`config.mk`:
```
export PLATFORM = sky130hd
export DESIGN_NAME = pipeline_stall_controller
export DESIGN_NICKNAME = d
export VERILOG_FILES = /design/src/rtl/pipeline_pkg.sv /design/src/rtl/pipeline_stall_controller_sat_counter.sv /design/src/rtl/pipeline_stall_controller.sv
export SDC_FILE = /design/constraint.sdc
export NUM_CORES = 1
export LEC_CHECK = 0
export CORE_UTILIZATION = 35
export CTS_CLUSTER_DIAMETER = 100
export DETAILED_ROUTE_END_ITERATION = 7
export GPL_TIMING_DRIVEN = 1
export MAX_ROUTING_LAYER = met4
export SYNTH_ARGS = -nofsm -noshare
export SYNTH_HDL_FRONTEND = slang
export SYNTH_SLANG_ARGS = --single-unit
```
`constraint.sdc`:
```
create_clock -name clock -period 2.41 [get_ports clock]
set_clock_uncertainty 0.05 [all_clocks]
set_input_delay 0.482 -clock clock [delete_from_list [all_inputs] [get_ports clock]]
set_output_delay 0.482 -clock clock [all_outputs]
set_load 0.01 [all_outputs]
```
`src/rtl/pipeline_pkg.sv`:
```
// Shared types and constants for the pipeline hazard/stall control logic.
package pipeline_pkg;

    typedef enum logic {
        RUN      = 1'b0,
        MEM_WAIT = 1'b1
    } state_e;

    localparam int REG_W = 5;
    localparam logic [REG_W-1:0] ZERO_REG = 5'd0;

endpackage

```
`src/rtl/pipeline_stall_controller_sat_counter.sv`:
```
// Up-counter with enable that sticks at all-ones instead of wrapping.
module sat_counter #(
    parameter int CNT_W = 32
) (
    input  logic             clk_i,
    input  logic             rst_ni,
    input  logic             en_i,
    output logic [CNT_W-1:0] cnt_o
);

    logic [CNT_W-1:0] cnt_q, cnt_d;

    always_comb begin
        cnt_d = cnt_q;
        if (en_i && (cnt_q != {CNT_W{1'b1}})) begin
            cnt_d = cnt_q + {{(CNT_W-1){1'b0}}, 1'b1};
        end
    end

    always_ff @(posedge clk_i or negedge rst_ni) begin
        if (!rst_ni) begin
            cnt_q <= '0;
        end else begin
            cnt_q <= cnt_d;
        end
    end

    assign cnt_o = cnt_q;

endmodule

```
`src/rtl/pipeline_stall_controller.sv`:
```
// Hazard and stall sequencer for the 5-stage pipeline: memory waits, deferred
// branch flushes and load-use interlocks, plus saturating stall counters.
module pipeline_stall_controller
    import pipeline_pkg::*;
#(
    parameter int TIMEOUT = 64,
    parameter int CNT_W   = 32
) (
    input  logic             clock,
    input  logic             reset_n,
    input  logic [REG_W-1:0] id_rs,
    input  logic [REG_W-1:0] id_rt,
    input  logic             id_uses_rt,
    input  logic             ex_memToReg,
    input  logic [REG_W-1:0] ex_rd,
    input  logic             mem_access,
    input  logic             mem_ready,
    input  logic             branch_taken,
    output logic             stall_pc,
    output logic             stall_if_id,
    output logic             stall_id_ex,
    output logic             stall_ex_mem,
    output logic             bubble_at_ex,
    output logic             bubble_at_wb,
    output logic             flush_if_id,
    output logic             mem_req,
    output logic             mem_timeout,
    output logic [CNT_W-1:0] load_use_cnt,
    output logic [CNT_W-1:0] mem_stall_cnt
);

    localparam int WC_W = $clog2(TIMEOUT + 1);
    localparam logic [WC_W-1:0] WC_MAX = WC_W'(TIMEOUT);
    localparam logic [WC_W-1:0] WC_ONE = WC_W'(1);

    state_e          state_q, state_d;
    logic [WC_W-1:0] wait_cnt_q, wait_cnt_d;
    logic            flush_pend_q, flush_pend_d;
    logic            mem_timeout_q, mem_timeout_d;

    logic load_use, mem_stall, flush;
    logic lu_en, ms_en;
    logic stall_front_c, stall_back_c, bubble_ex_c, bubble_wb_c, flush_c, req_c;

    assign load_use = ex_memToReg && (ex_rd != ZERO_REG) &&
                      ((ex_rd == id_rs) || (id_uses_rt && (ex_rd == id_rt)));

    always_comb begin
        state_d       = state_q;
        wait_cnt_d    = wait_cnt_q;
        flush_pend_d  = flush_pend_q;
        mem_timeout_d = mem_timeout_q;
        mem_stall     = 1'b0;
        flush         = 1'b0;
        lu_en         = 1'b0;
        ms_en         = 1'b0;
        stall_front_c = 1'b0;
        stall_back_c  = 1'b0;
        bubble_ex_c   = 1'b0;
        bubble_wb_c   = 1'b0;
        flush_c       = 1'b0;
        req_c         = 1'b0;

        case (state_q)
            RUN: begin
                if (mem_access) begin
                    req_c = 1'b1;
                    if (!mem_ready) begin
                        mem_stall  = 1'b1;
                        state_d    = MEM_WAIT;
                        wait_cnt_d = WC_ONE;
                    end
                end
            end
            MEM_WAIT: begin
                req_c     = 1'b1;
                mem_stall = 1'b1;
                ms_en     = 1'b1;
                if (wait_cnt_q == WC_MAX) begin
                    mem_timeout_d = 1'b1;
                end else begin
                    wait_cnt_d = wait_cnt_q + WC_ONE;
                end
                if (mem_ready) begin
                    state_d    = RUN;
                    wait_cnt_d = '0;
                end
            end
            default: state_d = RUN;
        endcase

        // A memory stall freezes everything; a branch seen now is replayed once it lifts.
        if (mem_stall) begin
            stall_front_c = 1'b1;
            stall_back_c  = 1'b1;
            bubble_wb_c   = 1'b1;
            if (branch_taken) begin
                flush_pend_d = 1'b1;
            end
        end else begin
            flush = branch_taken || flush_pend_q;
            if (flush) begin
                flush_c      = 1'b1;
                bubble_ex_c  = 1'b1;
                flush_pend_d = 1'b0;
            end else if (load_use) begin
                stall_front_c = 1'b1;
                bubble_ex_c   = 1'b1;
                lu_en         = 1'b1;
            end
        end
    end

    always_ff @(posedge clock or negedge reset_n) begin
        if (!reset_n) begin
            state_q       <= RUN;
            wait_cnt_q    <= '0;
            flush_pend_q  <= 1'b0;
            mem_timeout_q <= 1'b0;
        end else begin
            state_q       <= state_d;
            wait_cnt_q    <= wait_cnt_d;
            flush_pend_q  <= flush_pend_d;
            mem_timeout_q <= mem_timeout_d;
        end
    end

    sat_counter #(.CNT_W(CNT_W)) u_load_use_cnt (
        .clk_i  (clock),
        .rst_ni (reset_n),
        .en_i   (lu_en),
        .cnt_o  (load_use_cnt)
    );

    sat_counter #(.CNT_W(CNT_W)) u_mem_stall_cnt (
        .clk_i  (clock),
        .rst_ni (reset_n),
        .en_i   (ms_en),
        .cnt_o  (mem_stall_cnt)
    );

    // Decoded controls are forced low while reset is asserted, even with live inputs.
    assign stall_pc     = reset_n & stall_front_c;
    assign stall_if_id  = reset_n & stall_front_c;
    assign stall_id_ex  = reset_n & stall_back_c;
    assign stall_ex_mem = reset_n & stall_back_c;
    assign bubble_at_ex = reset_n & bubble_ex_c;
    assign bubble_at_wb = reset_n & bubble_wb_c;
    assign flush_if_id  = reset_n & flush_c;
    assign mem_req      = reset_n & req_c;
    assign mem_timeout  = reset_n & mem_timeout_q;

endmodule

```
==> results.ini <==
[run_status]
status=finished clean

[timing]
fin_crit_ns=2.360
worstMarginPinSlew_ns=0.5052
rsz0062_at_grt=false
hold_violations=0
hold_slack_ns=0.1920
setup_viol=0
maxSlewViolCount=0
slew_headroom=0.6632
fmax_mhz=423.8
period_share=0.9792
finalWorstSetupSlack_ns=0.05015

[synth]
yosys-top-cells-area=dfrtp_1 49%, xor2_1 9.3%, xnor2_1 7.7%
ys.flop_type=dfrtp_1
ys_seq_area_frac=0.4912
async_flop_share=1.000
synth_cell_type_count=46
ys_ff_latch=74
synth_warnings=0
syn_inst=364
synth_top_cell_by_area=dfrtp_1
synth_edf_count=0
synth_top_area_frac=0.4912
syn_nets=390
synthesis.area_um2=3770
avgSynthCellArea_um2=10.36

[setup_path]
path_common_cell=buf_2
reg2reg_slack_ns=0.31
critPathLaunchType=input pin
path_cells=buf_2 -> or4_4 -> o21ai_4 -> nor2b_4 -> o311a_1 -> buf_2
reg2regPathDepth=7
reg2reg_from=u_load_use_cnt.cnt_o[12]
cp-endpoint=bubble_at_ex
cp.required_ns=1.88
r2r_end=u_load_use_cnt.cnt_o[9]
cp.depth=6
cp-startpoint=ex_rd[4]
slowest_stage=or4_4
arrival_ns=1.83
critical-path-top-delay-family=simple AND/OR/NAND/NOR gates
crit_fanout=3
worstSetupEndpointType=output pin
cpPeakStageDelay_ns=0.54
crit_type=input pin to output pin
path_buf_inv=2

[clocking]
tritoncts=built
cts_sinks=74
cts_root_buf=clkbuf_8
path_clk_slew_ns=0.07
cts_buffers=9
htreeDepth=3
clockBufferDepth=2
clk_latency_ns=0.35

[routing]
drtIter0Drc=128
num_vias=3100
drc=0
wl_um=9009
drt_pass1_iterations=4
viasPerCell=4.968
drtAntennaViolNets=0
post_drt_wl_per_cell_um=14.44

[global_routing]
grt-ovfl-total=0
track_usage=0.1766
grt_pass1_vias=3150
grt_pass1_wl_um=15210
antenna_found_initial=0
grt_max_degree=39

[power_and_ir_drop]
ir_drop_v=0.0003459
leakage_nw=2.447
p_per_area_nw_per_um2=534.6

[floorplanning]
rows=37
start_util=0.3635
num_io_pins=95
die_h_um=105.8
die_x_um=105.8
core_um2=10370
die_area_um2=11190

[final_layout]
drive_gt1_frac=0.1352
n_antenna_cell=0
layout_common_cells=74 x dfrtp_1, 72 x clkdlybuf4s50_1, 40 x xor2_1, 38 x nand2_1, 33 x xnor2_1
finalNetCount=510
area.growth.synth_to_final_pct=39.00
final_common_cell=dfrtp_1

[place]
pre_cts_ws_ns=-0.6675
dp_hpwl_um=6471
place_congestion=0.7878
io_buffers=94

[flow_run]
maxCapViolCount=0

[min_path]
hp-class=input pin to async pin

[worst min-delay path by stage]
stage,start,end
detailed placement,reset_n,mem_timeout_q
finish,reset_n,u_mem_stall_cnt.cnt_o[15]
floorplan,reset_n,flush_pend_q
CTS,reset_n,u_mem_stall_cnt.cnt_o[11]
global placement,reset_n,mem_timeout_q
global route,reset_n,u_mem_stall_cnt.cnt_o[19]
[cell type report]
class	count	area, µm²
Tap cell	136	170.2
Clock inverter	3	40.04
Fill cell	969	5130
Clock buffer	12	145.1
Inverter	4	15.01
Multi-Input combinational cell	276	1883
Timing Repair Buffer	119	1135
Sequential cell	74	1852
[state kept, by name (all words and copies together) (netlist names)]
signal	cells
u_load_use_cnt.cnt_o	32
u_mem_stall_cnt.cnt_o	32
wait_cnt_q	7
flush_pend_q	1
mem_timeout_q	1
state_q	1
[per-layer routing]
| metal | global-route usage | wire (µm) |
|---|---|---|
| met5 | - | 0 |
| met4 | 0.07540 | 141 |
| met3 | 0.03092 | 335 |
| met2 | 0.2656 | 4251 |
| met1 | 0.2346 | 4281 |
[power breakdown]
part | switching [mW] | internal (mW)
Sequential | 0.0894 | 1.31
Combinational | 0.215 | 0.249
Clock | 0.440 | 0.499
[repair_timing]
| action | CTS | global route |
|---|---|---|
| endpoints found under the setup margin | 7 | 11 |
| pin swaps | 5 | 14 |
| hold buffers | 1 | 0 |
| resized for setup | 39 | 12 |
| setup buffers | 1 | 0 |
| gates cloned | 0 | 0 |
| endpoints found under the hold margin | 4 | 0 |
[logic make-up (layout without fill, tap and decap cells)]
family | count (synthesis) | in the layout | share of synthesized area
AO/OA/AOI/OAI | 19 | 19 | 0.03651
XOR/XNOR | 74 | 74 | 0.1739
adder cells (fa/ha/maj) | 4 | 4 | 0.01328
buffers and inverters | 14 | 138 | 0.02024
flip-flops | 74 | 74 | 0.4912
multiplexers | 2 | 2 | 0.005974
AND/OR/NAND/NOR | 177 | 177 | 0.2589
[per-stage QoR]
stage	setup TNS, ns	cell area [µm²]	power [mW]	utilization	instances
6_report	0	5240	2.802	0.5053	624
5_1_grt	0	5240	2.959	0.5053	624
4_1_cts	0	5214	2.846	0.5028	624
3_5_place_dp	-9.340	5015	1.890	0.4836	607
3_3_place_gp	-7.799	5015	1.878	0.4836	607
2_1_floorplan	0	3770	1.602	-	364
[cells in the mapped netlist (all sizes together), types with 2 or more instances]
master	number
and2	3
and3	10
buf	8
nand4	28
xor2	40
nand3	24
nand2b	2
and4	5
nor3b	2
inv	4
clkbuf	2
ha	4
mux2	2
nand2	39
nor3	22
dfrtp	74
a21oi	4
o21ai	9
nor2b	4
nor2	26
nor4	9
xnor2	34
Power figures use the tool's default switching activity.
